<file path="src/rtl/pwm_cfg_pkg.sv">
// Shared constants and types for the PWM configuration scheduler.
package pwm_cfg_pkg;

    localparam int unsigned DATA_W_DEFAULT = 8;
    localparam int unsigned ADDR_W_DEFAULT = 7;
    localparam int unsigned DIV_W_DEFAULT  = 4;

    // Register map; everything from 0x08 upward is unmapped.
    localparam logic [6:0] REG_EN_OUT_LO   = 7'h00;
    localparam logic [6:0] REG_EN_OUT_HI   = 7'h01;
    localparam logic [6:0] REG_EN_PWM_LO   = 7'h02;
    localparam logic [6:0] REG_EN_PWM_HI   = 7'h03;
    localparam logic [6:0] REG_DUTY        = 7'h04;
    localparam logic [6:0] REG_RAMP_TARGET = 7'h05;
    localparam logic [6:0] REG_RAMP_STEP   = 7'h06;
    localparam logic [6:0] REG_RAMP_CTRL   = 7'h07;
    localparam logic [6:0] REG_FIRST_UNMAP = 7'h08;

    typedef enum logic [1:0] {
        StIdle,
        StPending,
        StCommit
    } cfg_state_e;

endpackage

</file>
<file path="src/rtl/pwm_ramp_stepper.sv">
// Duty-ramp engine: counts period_start pulses and, every (div + 1)-th pulse,
// proposes a duty value one step closer to the target, clamped at the target.
module pwm_ramp_stepper
    import pwm_cfg_pkg::*;
#(
    parameter int unsigned DATA_W = DATA_W_DEFAULT,
    parameter int unsigned DIV_W  = DIV_W_DEFAULT
) (
    input  logic              clk,
    input  logic              rst_n,
    input  logic              period_start_i,
    input  logic              enable_i,
    input  logic [DATA_W-1:0] cur_duty_i,
    input  logic [DATA_W-1:0] target_i,
    input  logic [DATA_W-1:0] step_i,
    input  logic [DIV_W-1:0]  div_i,
    output logic              step_valid_o,
    output logic [DATA_W-1:0] next_duty_o,
    output logic              done_o
);

    logic [DIV_W-1:0]  div_cnt_q, div_cnt_d;
    logic [DATA_W-1:0] step_eff;
    logic [DATA_W:0]   sum, diff;
    logic              pulse;

    // Direction compare, saturating step and divider next-state.
    always_comb begin
        step_eff     = (step_i == '0) ? DATA_W'(1) : step_i;
        sum          = {1'b0, cur_duty_i} + {1'b0, step_eff};
        diff         = {1'b0, cur_duty_i} - {1'b0, step_eff};
        done_o       = enable_i && (cur_duty_i == target_i);
        pulse        = enable_i && period_start_i && !done_o;
        step_valid_o = pulse && (div_cnt_q == div_i);

        if (cur_duty_i < target_i) begin
            next_duty_o = (sum >= {1'b0, target_i}) ? target_i : sum[DATA_W-1:0];
        end else begin
            // diff[DATA_W] set means the subtraction went below zero.
            next_duty_o = (diff[DATA_W] || (diff[DATA_W-1:0] <= target_i)) ?
                          target_i : diff[DATA_W-1:0];
        end

        div_cnt_d = div_cnt_q;
        if (!enable_i) begin
            div_cnt_d = '0;
        end else if (pulse) begin
            div_cnt_d = (div_cnt_q == div_i) ? '0 : div_cnt_q + DIV_W'(1);
        end
    end

    // Period divider state.
    always_ff @(posedge clk or negedge rst_n) begin
        if (!rst_n) begin
            div_cnt_q <= '0;
        end else begin
            div_cnt_q <= div_cnt_d;
        end
    end

endmodule

</file>
<file path="src/rtl/pwm_cfg_scheduler.sv">
// PWM configuration scheduler: decodes SPI writes into shadow registers,
// commits them to the active bank immediately or at period start, and
// arbitrates duty between SPI and the ramp engine.
module pwm_cfg_scheduler
    import pwm_cfg_pkg::*;
#(
    parameter int unsigned ADDR_W = ADDR_W_DEFAULT,
    parameter int unsigned DATA_W = DATA_W_DEFAULT,
    parameter int unsigned DIV_W  = DIV_W_DEFAULT
) (
    input  logic              clk,
    input  logic              rst_n,
    input  logic              wr_valid_i,
    input  logic [ADDR_W-1:0] wr_addr_i,
    input  logic [DATA_W-1:0] wr_data_i,
    input  logic              period_start_i,
    input  logic              sync_mode_i,
    output logic [DATA_W-1:0] en_reg_out_7_0_o,
    output logic [DATA_W-1:0] en_reg_out_15_8_o,
    output logic [DATA_W-1:0] en_reg_pwm_7_0_o,
    output logic [DATA_W-1:0] en_reg_pwm_15_8_o,
    output logic [DATA_W-1:0] pwm_duty_cycle_o,
    output logic              commit_pending_o,
    output logic              ramp_busy_o,
    output logic              wr_err_o
);

    logic [3:0][DATA_W-1:0] shadow_en_q, shadow_en_d, active_en_q, active_en_d;
    logic [DATA_W-1:0]      shadow_duty_q, shadow_duty_d, active_duty_q, active_duty_d;
    logic [DATA_W-1:0]      ramp_target_q, ramp_target_d, ramp_step_q, ramp_step_d;
    logic [DIV_W-1:0]       ramp_div_q, ramp_div_d;
    logic                   ramp_en_q, ramp_en_d;
    logic                   wr_err_q, wr_err_d;
    cfg_state_e             state_q, state_d;

    logic              mapped, shadow_wr, duty_wr, step_apply, commit_now;
    logic              step_valid, ramp_done;
    logic [DATA_W-1:0] ramp_next;

    pwm_ramp_stepper #(
        .DATA_W(DATA_W),
        .DIV_W (DIV_W)
    ) u_stepper (
        .clk           (clk),
        .rst_n         (rst_n),
        .period_start_i(period_start_i),
        .enable_i      (ramp_en_q),
        .cur_duty_i    (active_duty_q),
        .target_i      (ramp_target_q),
        .step_i        (ramp_step_q),
        .div_i         (ramp_div_q),
        .step_valid_o  (step_valid),
        .next_duty_o   (ramp_next),
        .done_o        (ramp_done)
    );

    // Decode, shadow/active banks, ramp registers, arbitration and FSM next-state.
    always_comb begin
        mapped     = wr_addr_i < ADDR_W'(REG_FIRST_UNMAP);
        shadow_wr  = wr_valid_i && (wr_addr_i <= ADDR_W'(REG_DUTY));
        duty_wr    = wr_valid_i && (wr_addr_i == ADDR_W'(REG_DUTY));
        // SPI duty writes win over a same-cycle ramp step.
        step_apply = step_valid && !duty_wr;
        commit_now = !sync_mode_i || ((state_q == StPending) && period_start_i);

        shadow_en_d = shadow_en_q;
        if (shadow_wr && !duty_wr) begin
            shadow_en_d[wr_addr_i[1:0]] = wr_data_i;
        end
        shadow_duty_d = duty_wr ? wr_data_i : (step_apply ? ramp_next : shadow_duty_q);

        // Using the _d shadow folds a same-cycle write into the commit.
        active_en_d   = commit_now ? shadow_en_d : active_en_q;
        active_duty_d = (commit_now || step_apply) ? shadow_duty_d : active_duty_q;

        ramp_target_d = ramp_target_q;
        ramp_step_d   = ramp_step_q;
        ramp_div_d    = ramp_div_q;
        ramp_en_d     = ramp_en_q && !ramp_done;
        if (wr_valid_i && (wr_addr_i == ADDR_W'(REG_RAMP_TARGET))) ramp_target_d = wr_data_i;
        if (wr_valid_i && (wr_addr_i == ADDR_W'(REG_RAMP_STEP)))   ramp_step_d   = wr_data_i;
        if (wr_valid_i && (wr_addr_i == ADDR_W'(REG_RAMP_CTRL))) begin
            ramp_en_d  = wr_data_i[0];
            ramp_div_d = wr_data_i[DIV_W:1];
        end
        if (duty_wr) ramp_en_d = 1'b0;

        wr_err_d = wr_valid_i && !mapped;

        state_d = state_q;
        if (!sync_mode_i) begin
            state_d = StIdle;
        end else if ((state_q == StPending) && period_start_i) begin
            state_d = StCommit;
        end else if (shadow_wr) begin
            state_d = StPending;
        end else if (state_q == StCommit) begin
            state_d = StIdle;
        end
    end

    // All configuration state, cleared asynchronously.
    always_ff @(posedge clk or negedge rst_n) begin
        if (!rst_n) begin
            shadow_en_q   <= '0;
            active_en_q   <= '0;
            shadow_duty_q <= '0;
            active_duty_q <= '0;
            ramp_target_q <= '0;
            ramp_step_q   <= '0;
            ramp_div_q    <= '0;
            ramp_en_q     <= 1'b0;
            wr_err_q      <= 1'b0;
            state_q       <= StIdle;
        end else begin
            shadow_en_q   <= shadow_en_d;
            active_en_q   <= active_en_d;
            shadow_duty_q <= shadow_duty_d;
            active_duty_q <= active_duty_d;
            ramp_target_q <= ramp_target_d;
            ramp_step_q   <= ramp_step_d;
            ramp_div_q    <= ramp_div_d;
            ramp_en_q     <= ramp_en_d;
            wr_err_q      <= wr_err_d;
            state_q       <= state_d;
        end
    end

    assign en_reg_out_7_0_o  = active_en_q[0];
    assign en_reg_out_15_8_o = active_en_q[1];
    assign en_reg_pwm_7_0_o  = active_en_q[2];
    assign en_reg_pwm_15_8_o = active_en_q[3];
    assign pwm_duty_cycle_o  = active_duty_q;
    assign commit_pending_o  = (state_q == StPending);
    assign ramp_busy_o       = ramp_en_q;
    assign wr_err_o          = wr_err_q;

endmodule

</file>
<file path="config.mk">
export PLATFORM = sky130hd
export DESIGN_NAME = pwm_cfg_scheduler
export DESIGN_NICKNAME = d
export VERILOG_FILES = /design/src/rtl/pwm_cfg_pkg.sv /design/src/rtl/pwm_ramp_stepper.sv /design/src/rtl/pwm_cfg_scheduler.sv
export SDC_FILE = /design/constraint.sdc
export NUM_CORES = 1
export LEC_CHECK = 0
export ABC_AREA = 1
export CAP_MARGIN = 15
export CORE_ASPECT_RATIO = 0.9
export CORE_MARGIN = 2
export CORE_UTILIZATION = 30
export DETAILED_ROUTE_END_ITERATION = 8
export DONT_BUFFER_PORTS = 1
export PLACE_DENSITY = 0.45
export SETUP_SLACK_MARGIN = 0.5
export SYNTH_ARGS = -nofsm -noshare
export SYNTH_HDL_FRONTEND = slang
export SYNTH_HIERARCHICAL = 1
export SYNTH_SLANG_ARGS = --single-unit
export TNS_END_PERCENT = 50
</file>
<file path="constraint.sdc">
create_clock -name clk -period 5.1 [get_ports clk]
set_input_delay 1.02 -clock clk [delete_from_list [all_inputs] [get_ports clk]]
set_output_delay 1.02 -clock clk [all_outputs]
set_load 0.05 [all_outputs]
</file>
# After elaboration in Yosys (flattened, before gate mapping)
# Cells that the tools add are included.
[op_classes]
n_addsub = 3
magnitude_cmp = 7
eq_ne = 10
mux = 19
n_reduce_logical = 23
[op_table]
columns = ["op", "count"]
rows = [
  ["2-to-1 mux 8 bit", 7],
  ["bitwise mux 32 bit", 1],
  ["2-to-1 mux 32 bit", 1],
  ["equality test 7 x 3 -> 1 bit, second input constant", 4],
  ["demux 8 bit (select 2 bit)", 1],
  ["logical AND 1 bit", 15],
  ["2-to-1 mux 4 bit", 3],
  ["adder 8 x 8 -> 9 bit", 1],
  ["greater-or-equal comparator 9 x 8 -> 1 bit", 1],
  ["subtractor 8 x 8 -> 9 bit", 1],
  ["equality test 8 bit", 1],
  ["<= comparator 8 bit", 1],
  ["zero test 8 bit", 1],
  ["< comparator 8 bit", 1],
  ["2-to-1 mux 2 bit", 4],
  ["<= comparator 7 x 3 -> 1 bit, second input constant", 1],
  ["< comparator 7 x 4 -> 1 bit, second input constant", 1],
  ["adder 4 x 1 -> 4 bit, second input constant", 1],
  ["equality test 4 bit", 1],
  ["zero test 1 bit", 4],
  ["!= test 4 x 1 -> 1 bit, second input constant", 1],
  ["logical OR 1 bit", 3],
  ["< comparator 2 x 3 -> 1 bit, second input constant", 1],
  ["equality test 2 x 1 -> 1 bit, second input constant", 1],
  ["other kinds (4)", 5],
]
[word_totals]
register_bits = 108
input_bits = 20
out_inout_bits = 43
elab_cells = 79

# Depth between registers and ports, before layout
[depth]
ltp_word = 9
ltp_mapped = 28
depth_no_buf = 27

# Modules after synthesis
# The synthesis kept the hierarchy.
[by_module_without_submodules]
columns = ["module", "instances", "cells_each", "area_per_inst_um2", "seq_area_each_um2"]
rows = [
  ["pwm_cfg_scheduler", 1, 454, 4280.4, 2602.5],
  ["pwm_ramp_stepper", 1, 346, 2074.5, 100.1],
]

# Worst setup path after synthesis
# Ideal clock, no wire load.
[synth_timing]
path_kind = "reg2reg"
from = "reg ramp_step_q[1]"
to = "reg active_duty_q[4] (netlist: pwm_duty_cycle_o[4])"
setup_ns = 0.119
arrival_ns = 3.505
required_time_ns = 4.981
slack_ns = 1.476
path_stages_with_launch = 26
n_path_buf = 0
period_less_slack_ns = 3.624
cell_sequence = "dfrtp_1 nor4_1 a41o_1 ha_1 inv_1 fa_1 nand2_1 nand2_1 or2_2 nand2_1 inv_1 ha_1 nand2_1 nor2_1 nand4_1 a21boi_1 nand3_1 nand3_1 nand2_1 nand2_1 a21boi_0 nand2_1 nand2_1 clkinv_1 nand2_1 nand2_1"
[synth_between]
elab_chain_cells = 9
word_cells_on_any_way = 12
classes_between = "2 x add/sub; 2 x order compare; 6 x mux; 2 x reduce/logical"
[synth_rtl]
columns = ["element", "line_no", "rtl"]
rows = [
  ["start: declaration", "pwm_cfg_scheduler.sv:30", "logic [DATA_W-1:0] ramp_target_q, ramp_target_d, ramp_step_q, ramp_step_d;"],
  ["start signal: assignment", "pwm_cfg_scheduler.sv:121", "ramp_step_q <= ramp_step_d;"],
  ["zero test 8 bit", "pwm_ramp_stepper.sv:29", "step_eff = (step_i == '0) ? DATA_W'(1) : step_i;"],
  ["2-to-1 mux 8 bit (*)", "pwm_ramp_stepper.sv:29", ""],
  ["subtractor 8 x 8 -> 9 bit", "pwm_ramp_stepper.sv:31", "diff = {1'b0, cur_duty_i} - {1'b0, step_eff};"],
  ["<= comparator 8 bit", "pwm_ramp_stepper.sv:40", "next_duty_o = (diff[DATA_W] || (diff[DATA_W-1:0] <= target_i)) ?"],
  ["logical OR 1 bit", "pwm_ramp_stepper.sv:40", ""],
  ["2-to-1 mux 8 bit", "pwm_ramp_stepper.sv:40", ""],
  ["2-to-1 mux 8 bit (*)", "pwm_ramp_stepper.sv:36", "if (cur_duty_i < target_i) begin"],
  ["via ramp_next[4]", "pwm_cfg_scheduler.sv:38", "logic [DATA_W-1:0] ramp_next;"],
  ["2-to-1 mux 8 bit (*) (2 in a row)", "pwm_cfg_scheduler.sv:70", "shadow_duty_d = duty_wr ? wr_data_i : (step_apply ? ramp_next : shadow_duty_q);"],
  ["via shadow_duty_d[4]", "pwm_cfg_scheduler.sv:29", "logic [DATA_W-1:0] shadow_duty_q, shadow_duty_d, active_duty_q, active_duty_d;"],
  ["end signal: assignment", "pwm_cfg_scheduler.sv:119", "active_duty_q <= active_duty_d;"],
  ["end: declaration", "pwm_cfg_scheduler.sv:29", ""],
]
# The timed path passes the listed nets; every way through them passes the cells marked *.
# A chain may end at the register's enable or synchronous reset.

# Worst setup path after layout
[layout_timing]
from = "reg ramp_step_q[1]"
to = "reg active_duty_q[6] (netlist: pwm_duty_cycle_o[6])"
# The elaborated chain is that of the path after synthesis.

==> impl_metrics.env <==
export IMPL_cap_viol_max_count=0
export IMPL_die_x_um=157
export IMPL_routedWlPerCell_um=15.4
export IMPL_slowest_stage="dfrtp_1"
export IMPL_fmax_ghz=0.242
export IMPL_start_kind="flip-flop"
export IMPL_die_area_um2=22400
export IMPL_synth_area_top_cells="dfrtp_1 43%, nand2_1 18%, ha_1 8.5%, inv_1 5.0%, nand3_1 4.7%"
export IMPL_final_area_um2=6900
export IMPL_setup_viol=0
export IMPL_cts_root_buf="clkbuf_16"
export IMPL_clk_latency_ns=0.35
export IMPL_wirelength_mm=16.7
export IMPL_antenna_cells=0
export IMPL_cp_depth=25
export IMPL_rr_worst_depth=25
export IMPL_power_uw=3780
export IMPL_fin_tns_setup_ns=0
export IMPL_cp_end_kind="flip-flop"
export IMPL_postCtsSetupBuffers=0
export IMPL_cts_num_sinks=108
export IMPL_ios=63
export IMPL_tightest_slew_ns=0.937
export IMPL_vias_per_cell=4.50
export IMPL_slew_viol_final=0
export IMPL_drive_gt1_frac=0.100
export IMPL_grt_max_degree=109
export IMPL_hold_violations=0
export IMPL_cts_tree="built"
export IMPL_hold_slack_ns=0.352
export IMPL_io_buffer_count=0
export IMPL_area_delta_synth_final_pct=8.64
export IMPL_final_nets=860
export IMPL_start_util=0.306
export IMPL_yosysTopAreaCell="dfrtp_1"
export IMPL_remaining_drc_errors=0
export IMPL_postSynthCellCount=800
export IMPL_cts_htree_levels=3
export IMPL_synth_warnings=6
export IMPL_cpPeakStageDelay_ns=0.45
export IMPL_rsz0062_at_grt="false"
export IMPL_clockBufferDepth=2
export IMPL_hp_class="primary input to async pin"
export IMPL_outcome="completed"
export IMPL_ctsResizeCount=0
export IMPL_synth_seq_cells=108
export IMPL_critPathBufInv=3
export IMPL_vias=4884
export IMPL_finalWeightedCongestion=0.855
export IMPL_grt_util_all_layers=0.158
export IMPL_num_rows=50
export IMPL_core_region_area_um2=20800
export IMPL_cts_buffers=9
export IMPL_post_synth_top_area_fraction=0.425
export IMPL_period_needed_ns=4.14
export IMPL_cp_max_fo=5
export IMPL_mostFrequentLayoutCells="308 x nand2_1, 108 x dfrtp_1, 85 x inv_1"
export IMPL_powerDensity_nw_per_um2=547
export IMPL_p_leak_uw=0.00378
export IMPL_grt_pass1_wl_mm=27.5
export IMPL_drtIter0Drc=243
export IMPL_final_common_cell="nand2_1"
export IMPL_grt_pass1_vias=4909
export IMPL_final_core_util=0.332
export IMPL_dpl_cell_area_um2=6610
export IMPL_synth_distinct_cells=40
export IMPL_ys_seq_area_frac=0.425
export IMPL_dr_pass1_iters=4
export IMPL_worst_endpoint_required_ns=5.34
export IMPL_skew_ns=0.00888
export IMPL_peakVddDrop_mv=0.182
export IMPL_hpwl_mm=12.3
export IMPL_cp_arrival_ns=4.38
export IMPL_antenna_left=0
export IMPL_crit_top_cell="nand2_1"
export IMPL_postCtsHoldBufs=0
export IMPL_syn_cell_area_um2=6350
export IMPL_die_h_um=142
export IMPL_critical_path_top_delay_family="simple AND/OR/NAND/NOR gates"
export IMPL_clk_pin_slew_ns=0.08
export IMPL_syn_mean_instance_area_um2=7.94
export IMPL_relSlewSlack=0.373
export IMPL_antenna_found_initial=0
export IMPL_critPathKind="flip-flop to flip-flop"
export IMPL_syn_nets=865
export IMPL_grt_ovfl_total=0
export IMPL_finalCritPeriodShare=0.812
cell usage after synthesis:
library cell and n:
a21boi_0 7, a21boi_1 1, a21o_1 1, a21oi_1 20, a21oi_4 2, a41o_1 1, and2_1 1, buf_1 2
buf_2 8, buf_4 1, buf_6 8, clkbuf_1 4, clkinv_1 6, dfrtp_1 108, fa_1 2, ha_1 43
inv_1 85, inv_2 2, inv_4 2, nand2_1 308, nand2_2 8, nand2_4 7, nand3_1 60, nand3_2 2
nand3_4 1, nand3b_1 3, nand4_1 11, nor2_1 22, nor2_2 1, nor2_4 2, nor2_8 1, nor3_1 1
nor4_1 1, o21a_1 2, o21ai_0 23, o21ai_1 6, o21ai_2 27, or2_2 2, xnor2_1 5, xor2_1 3
cell type report:
class / instances / area (um^2)
clock buffer: 9 / 225
clock inverter: 7 / 73.8
fill: 2277 / 13900
inverter: 95 / 362
multi-input combinational: 574 / 3130
sequential: 108 / 2700
tap: 286 / 358
timing repair buffer: 7 / 52.6
worst reg2reg max path: cells and delay by family (launching register included):
kind,cells,cell delay (ns)
adder cells (fa/ha/maj),3,0.85
AO/OA/AOI/OAI,3,0.80
AND/OR/NAND/NOR,16,1.75
buffers and inverters,3,0.19
flip-flops,1,0.45
state kept, by name, summed over array words and instances (netlist names):
register / flops
en_reg_out_15_8_o: 8
shadow_en_q: 32
ramp_step_q: 8
shadow_duty_q: 8
en_reg_out_7_0_o: 8
en_reg_pwm_15_8_o: 8
en_reg_pwm_7_0_o: 8
u_stepper/div_cnt_q: 4
pwm_duty_cycle_o: 8
state_q: 2
ramp_busy_o: 1
ramp_target_q: 8
wr_err_o: 1
ramp_div_q: 4
through the flow:
| step | instances | setup slack, ns |
|---|---|---|
| 6_report | 1086 | 0.961 |
| 4_1_cts | 1086 | 1.02 |
| 2_1_floorplan | 800 | 1.48 |
| 5_1_grt | 1086 | 0.601 |
| 3_5_place_dp | 1070 | 1.05 |
| 3_3_place_gp | 1070 | 1.07 |
power by group:
part           internal [uW]  switching [uW]
Combinational            636            1230
Clock                    351             353
Sequential               965             243
layer usage:
layer / vias up / track usage / part of all wire
met5: - / 0 / 0
met4: 0 / 0.0392 / 0.014
met3: 15 / 0.0362 / 0.056
met2: 90 / 0.247 / 0.45
met1: 2252 / 0.222 / 0.48
li1: 2527 / - / -
cell families after synthesis:
kind of cell | share of synthesized area
AO/OA/AOI/OAI | 0.0955
AND/OR/NAND/NOR | 0.295
adder cells (fa/ha/maj) | 0.0910
XOR/XNOR | 0.0110
buffers and inverters | 0.0821
flip-flops | 0.425
path summary, 6_finish.rpt:
kind | to | slack [ns] | from
hold reg to reg | shadow_en_q[14] | 0.47 | shadow_en_q[14]
max in group asynchronous | shadow_duty_q[4] | 4.57 | rst_n
setup reg to reg | pwm_duty_cycle_o[6] | 0.96 | ramp_step_q[1]
setup / recovery | pwm_duty_cycle_o[6] | 0.96 | ramp_step_q[1]
min in group clk | shadow_en_q[14] | 0.47 | shadow_en_q[14]
hold / removal | en_reg_pwm_15_8_o[1] | 0.35 | rst_n
(Power assumes the default switching activity.)
